### config.mk
export PLATFORM = sky130hd
export DESIGN_NAME = wbr_chain_ctrl
export DESIGN_NICKNAME = d
export VERILOG_FILES = /design/src/rtl/wbr_chain_ctrl.sv
export SDC_FILE = /design/constraint.sdc
export NUM_CORES = 1
export LEC_CHECK = 0
export ABC_AREA = 1
export CAP_MARGIN = 20
export CELL_PAD_IN_SITES_DETAIL_PLACEMENT = 1
export CELL_PAD_IN_SITES_GLOBAL_PLACEMENT = 2
export CORE_MARGIN = 3
export CORE_UTILIZATION = 28
export CTS_BUF_LIST = sky130_fd_sc_hd__clkbuf_4
export DETAILED_ROUTE_END_ITERATION = 8
export PLACE_DENSITY_LB_ADDON = 0.05
export SLEW_MARGIN = 40
export SYNTH_ARGS = -nofsm -noshare
export SYNTH_HDL_FRONTEND = slang
export SYNTH_SLANG_ARGS = --single-unit
### constraint.sdc
create_clock -name clk -period 1.4 [get_ports clk]
set_input_delay 0.28 -clock clk [delete_from_list [all_inputs] [get_ports clk]]
set_output_delay 0.28 -clock clk [all_outputs]
set_load 0.005 [all_outputs]
### src/rtl/wbr_chain_ctrl.sv
// wbr_chain_ctrl: serial load/apply/capture/unload controller for a WBR chain.
// Ports: clk/rst, start + pattern_in request, busy/done/response status, SE/HE/WSI/WSO chain side.
module wbr_chain_ctrl #(
  parameter int CHAIN_LEN    = 20,
  parameter int APPLY_CYCLES = 1
) (
  input  logic                 clk,
  input  logic                 rst,
  input  logic                 start,
  input  logic [CHAIN_LEN-1:0] pattern_in,
  output logic                 busy,
  output logic                 done,
  output logic [CHAIN_LEN-1:0] response,
  output logic                 SE,
  output logic                 HE,
  output logic                 WSI,
  input  logic                 WSO
);

  localparam int MAX_CNT = (CHAIN_LEN > APPLY_CYCLES) ? CHAIN_LEN : APPLY_CYCLES;
  localparam int CW      = $clog2(MAX_CNT + 1);

  localparam logic [CW-1:0] SHIFT_LAST = CW'(CHAIN_LEN - 1);
  localparam logic [CW-1:0] APPLY_LAST = CW'(APPLY_CYCLES - 1);

  localparam logic [2:0] S_IDLE      = 3'd0;
  localparam logic [2:0] S_SHIFT_IN  = 3'd1;
  localparam logic [2:0] S_APPLY     = 3'd2;
  localparam logic [2:0] S_CAPTURE   = 3'd3;
  localparam logic [2:0] S_SHIFT_OUT = 3'd4;
  localparam logic [2:0] S_DONE      = 3'd5;

  logic [2:0]           state_q, state_d;
  logic [CW-1:0]        cnt_q, cnt_d;
  logic [CHAIN_LEN-1:0] sreg_q, sreg_d;
  logic [CHAIN_LEN-1:0] resp_q, resp_d;

  always_comb begin
    state_d = state_q;
    cnt_d   = cnt_q;
    sreg_d  = sreg_q;
    resp_d  = resp_q;
    case (state_q)
      S_IDLE: begin
        if (start) begin
          sreg_d  = pattern_in;
          cnt_d   = '0;
          state_d = S_SHIFT_IN;
        end
      end
      S_SHIFT_IN: begin
        // MSB goes out first so it travels to the far end of the chain
        sreg_d = {sreg_q[CHAIN_LEN-2:0], 1'b0};
        if (cnt_q == SHIFT_LAST) begin
          cnt_d   = '0;
          state_d = S_APPLY;
        end else begin
          cnt_d = cnt_q + CW'(1);
        end
      end
      S_APPLY: begin
        if (cnt_q == APPLY_LAST) begin
          cnt_d   = '0;
          state_d = S_CAPTURE;
        end else begin
          cnt_d = cnt_q + CW'(1);
        end
      end
      S_CAPTURE: begin
        cnt_d   = '0;
        state_d = S_SHIFT_OUT;
      end
      S_SHIFT_OUT: begin
        // far cell emerges first and ends up in the MSB
        resp_d = {resp_q[CHAIN_LEN-2:0], WSO};
        if (cnt_q == SHIFT_LAST) begin
          cnt_d   = '0;
          state_d = S_DONE;
        end else begin
          cnt_d = cnt_q + CW'(1);
        end
      end
      S_DONE: begin
        cnt_d   = '0;
        state_d = S_IDLE;
      end
      default: begin
        cnt_d   = '0;
        state_d = S_IDLE;
      end
    endcase
  end

  always_ff @(posedge clk) begin
    if (rst) begin
      state_q <= S_IDLE;
      cnt_q   <= '0;
      sreg_q  <= '0;
      resp_q  <= '0;
    end else begin
      state_q <= state_d;
      cnt_q   <= cnt_d;
      sreg_q  <= sreg_d;
      resp_q  <= resp_d;
    end
  end

  // all outputs are pure decodes of registered state
  assign SE       = (state_q == S_SHIFT_IN) || (state_q == S_SHIFT_OUT);
  assign HE       = (state_q == S_SHIFT_IN) || (state_q == S_APPLY)
                 || (state_q == S_SHIFT_OUT);
  assign WSI      = (state_q == S_SHIFT_IN) && sreg_q[CHAIN_LEN-1];
  assign busy     = (state_q != S_IDLE);
  assign done     = (state_q == S_DONE);
  assign response = resp_q;

endmodule

# After elaboration in Yosys (flattened, before gate mapping)
# Cells that the tools add are included.
[op_classes]
add_sub_neg = 1
n_eq_ne = 10
n_mux = 11
n_reduce_logical = 11
[op_table]
columns = ["op", "n"]
rows = [
  ["$pmux W20 S2", 1],
  ["$mux W20", 1],
  ["$mux W5", 3],
  ["$pmux W3 S5", 1],
  ["$pmux W5 S3", 1],
  ["$mux W3", 4],
  ["$ne A2 B2 Y1 const B", 4],
  ["$eq A3 B2 Y1 const B", 2],
  ["$eq A3 B3 Y1 const B", 2],
  ["$add A5 B1 Y5 const B", 1],
  ["$eq A5 B5 Y1 const B", 1],
  ["$logic_not A5 Y1", 1],
  ["$reduce_and A4 Y1", 1],
  ["$eq A3 B1 Y1 const B", 1],
  ["$logic_not A3 Y1", 1],
  ["$logic_or A1 B1 Y1", 3],
  ["$reduce_bool A3 Y1", 1],
  ["$reduce_and A2 Y1", 1],
  ["$reduce_bool A2 Y1", 1],
  ["$reduce_or A2 Y1", 1],
  ["$logic_and A1 B1 Y1", 1],
]
[word_totals]
reg_bits = 48
out_inout_bits = 25
word_cells = 37

# Logic depth before layout (Yosys ltp)
[logic_depth]
ltp_word = 3
ltp_mapped = 10
ltp_nobuf = 10

# Worst setup path after synthesis
# Ideal clock, no wire load.
[synth_path]
path_kind = "reg2out"
from = "register state_q[1]"
to = "output HE"
arrival_ns = 0.903
t_required_ns = 1.120
path_slack_ns = 0.217
path_stages_with_launch = 5
path_cell_list = "dfxtp_1 > nor2_4 > nand2_1 > buf_2 > nand3_1"
[synth_via]
elab_chain_len = 3
elab_cells_between_ends = 5
cone_classes = "eq/ne: 3; reduce/logical: 2"
[synth_lines]
columns = ["item", "line", "rtl"]
rows = [
  ["from (decl)", "33", "logic [2:0] state_q, state_d;"],
  ["from (signal assigned)", "101", "state_q <= state_d;"],
  ["$eq A3 B1 Y1 or $eq A3 B2 Y1 (tied branches)", "110", "assign HE = (state_q == S_SHIFT_IN) || (state_q == S_APPLY)"],
  ["$logic_or A1 B1 Y1", "110", ""],
  ["$logic_or A1 B1 Y1 *", "111", "|| (state_q == S_SHIFT_OUT);"],
  ["to (decl)", "15", "output logic HE,"],
]
# Mark *: on every way between the ends. The rest lies on a longest branch, timed or not.

# Worst setup path after layout
[layout_path]
from = "register state_q[0]"
to = "register sreg_q[18]"
[layout_via]
elab_chain_len = 3
elab_cells_between_ends = 6
cone_classes = "eq/ne: 2; mux: 1; reduce/logical: 3"
[layout_lines]
columns = ["item", "line", "rtl"]
rows = [
  ["$eq A3 B1 Y1 or $logic_not A3 Y1 (tied branches)", "43", "case (state_q)"],
  ["$reduce_bool A2 Y1 (no source line) or $ne A2 B2 Y1 (tied branches)", "n/a", ""],
  ["$reduce_and A2 Y1 (no source line)", "n/a", ""],
  ["to (signal assigned)", "103", "sreg_q <= sreg_d;"],
  ["to (decl)", "35", "logic [CHAIN_LEN-1:0] sreg_q, sreg_d;"],
]
# Parallel ways exist; a longest one is shown, timed or not.
# A chain may end at the register's enable or synchronous reset.

==> impl_results.md <==
* Ports at 49
* Max-slew headroom at between 70 and 80%
* Area leader, netlist: dfxtp_1
* Clock H-tree levels at 2
* Register Area at between 900 and 1000 um^2
* TNS Setup at -2.12 ns
* Synth top area share at between 40% and 50%
* CTS tree: done
* Main synth FF type: dfxtp_1
* Port bufs at 48
* Total GRT Usage at ~14%
* Nets at about 410
* Mapped Cells at 311
* Leakage at between 1 and 1.5 nW
* Commonest cells post-synth: 90 x nor2_1, 60 x o21ai_0, 48 x dfxtp_1
* Sequential area share after synthesis at 44.7%
* Full die area at about 8800 um^2
* Syn avg cell area at 6.91 um^2
* Final Cycle Share at 108%
* #FFs+latches synth at 48
* Drt first pass iters at 4
* Vias at between 2000 and 2500
* Fill count at just over 900
* Worst-case clock buffer depth at 2
* Worst-margin pin slew at about 0.33 ns
* Cells after DPL at roughly 460
* Syn Std Cell Area at approximately 2100 um^2
* Die Y at roughly 94 um
* Fin crit period at 1.51 ns
* Drt drc at 0
* Endpoints failing hold at 0
* EDFF count, synth at 0
* Core area at approximately 7400 um^2
* DP HPWL at about 3900 um
* Number of buffers created by CTS at 5
* CP max FO at 20
* RSZ-0062 raised after global routing: yes
* Critical path launch point type: register
* Worst Path Required at ~1.7 ns
* Yosys cell types at 22
* Vias in the first global route at about 2200
* Largest net degree at the start of global routing at 25
* Failing checks: negative setup slack
* Initial antenna violation count at 0
* Antenna viol nets, final at 0
* Arrival @ worst endpoint at between 1.5 and 2 ns
* Clock Skew at about 0.010 ns
* Max Slew Vio Count at 0
* Finished Layout Cells at 488
* Routed len/inst at between 10 and 15 um
* Mapped Nets at 337
* Synth Warn # at 0
* Min-delay worst type: in2reg
* Clock tree sinks at between 40 and 50
* Synth area leaders: dfxtp_1 45%, nor2_1 16%, o21ai_0 14%, nand2_1 5.8%, inv_1 5.6%
* Area grow syn2layout at 51.9%
* Kind of critical path: reg2reg
* Element type at the critical path end: register
* Multi-input logic area at 1090 um^2
* Total Routed Length at 6060 um
* Starting Density at 29.2%
* # diodes at 0
* Placement Rows at 31
* Max Cap Viol at 0
* Fraction of final layout cells sized beyond drive strength 1 at roughly 29%
* Vias per cell at about 4.5
* Fmax achieved at around 660 MHz
* Top-count cell post-synth: nor2_1
* Status: finished with violations
* CTS clock-pin slew for the worst setup and hold paths at about 0.15 ns
* DRT iter0 DRCs at 47
* Power per cell area at roughly 1800 nW/um^2
* Root buf cell: clkbuf_4
* Congestion Overflow GR at 0
* Final setup violation count at 24
* Die Width at about 94 um
* GP Congestion at 0.759
* First-pass GRT wire length at 10100 um
* Synth async-reset ratio at 0%
* VDD IR max at approximately 600 uV
* Final worst slack at -0.108 ns
* Worst-Skew Late Latency at 0.36 ns
[placed cells by master, fill, tap and decap left out, types with 7 or more instances in the layout]
cell type	Yosys	final
buf_4	4	25
dfxtp_2	0	21
o21ai_0	60	45
o21ai_1	0	11
nand2_1	33	30
dlygate4sd2_1	0	20
clkbuf_4	0	7
nor2_2	0	12
inv_1	32	31
buf_6	1	8
dfxtp_1	48	25
clkdlybuf4s50_1	0	23
nor2_1	90	76
[state kept, by name, indices dropped and copies added (netlist names)]
| name | count |
|---|---|
| state_q | 3 |
| cnt_q | 5 |
| sreg_q | 20 |
| response | 20 |
[critical path: stages (launching register included)]
cell     delay (ns)
dfxtp_4        0.41
nor2_4         0.14
buf_6          0.12
nand2_4        0.05
buf_6          0.11
o21ai_4        0.15
buf_12         0.14
buf_12         0.11
inv_12         0.05
nor2_1         0.09
nor2_1         0.05
[per-layer routing]
| metal | part of all wire (%) | up-vias | GRT usage, % |
|---|---|---|---|
| met5 | 0 | - | 0 |
| met4 | 0.91 | 0 | 3.25 |
| met3 | 4.2 | 6 | 4.10 |
| met2 | 48 | 34 | 23.8 |
| met1 | 47 | 1015 | 18.5 |
| li1 | - | 1131 | - |
[cell type report]
class | instances | share of cell area, %
clock buffer | 7 | 1.61
clock inverter | 1 | 0.268
inverter | 35 | 4.64
multi-input combinational | 212 | 33.5
sequential | 48 | 30.5
tap | 99 | 3.79
timing repair buffer | 86 | 25.7
[final timing paths]
path / from / to / slack (ns) / cells after the start
setup reg to reg: state_q[0]$_SDFFE_PP0P_ / sreg_q[18]$_SDFFE_PP0P_ / -0.11 / 10
hold reg to reg: sreg_q[0]$_SDFFE_PP0P_ / sreg_q[0]$_SDFFE_PP0P_ / 0.49 / 2
hold / removal: pattern_in[0] / sreg_q[0]$_SDFFE_PP0P_ / 0.48 / 3
setup / recovery: state_q[0]$_SDFFE_PP0P_ / sreg_q[18]$_SDFFE_PP0P_ / -0.11 / 10
[metrics by stage]
step | hold slack [ns] | setup slack (ns) | area (um^2) | total power (W) | utilization (%)
2_1_floorplan | 0.349 | 0.217 | 2150 | 0.00345 | -
3_3_place_gp | 0.455 | -0.188 | 2840 | 0.00436 | 38.6
3_5_place_dp | 0.463 | -0.202 | 2840 | 0.00439 | 38.6
4_1_cts | 0.453 | -0.117 | 3200 | 0.00596 | 43.5
5_1_grt | 0.457 | -0.159 | 3270 | 0.00658 | 44.3
6_report | 0.478 | -0.108 | 3270 | 0.00602 | 44.3
[cell families after synthesis]
group | share of synthesized area, %
AOI/OAI and AO/OA | 15.7
DFF | 44.7
and+or+nand+nor | 27.4
xor gates and xnor gates | 0.815
buffers and inverters | 10.3
adders and majority gates | 1.16
[what timing repair did]
action                                  in CTS  in global routing
resized for setup                          111                 27
hold buffers                                 0                  0
pin swaps                                    8                  6
endpoints found under the setup margin      69                 52
endpoints found under the hold margin        0                  0
buffers inserted                            17                  2
cloned                                       2                  0
[report_power, final]
part / switching, W / internal, W
Clock: 0.000453 / 0.000242
Sequential: 0.000248 / 0.00176
Combinational: 0.00171 / 0.00161
Note: power is estimated with default switching activity, not from simulation.
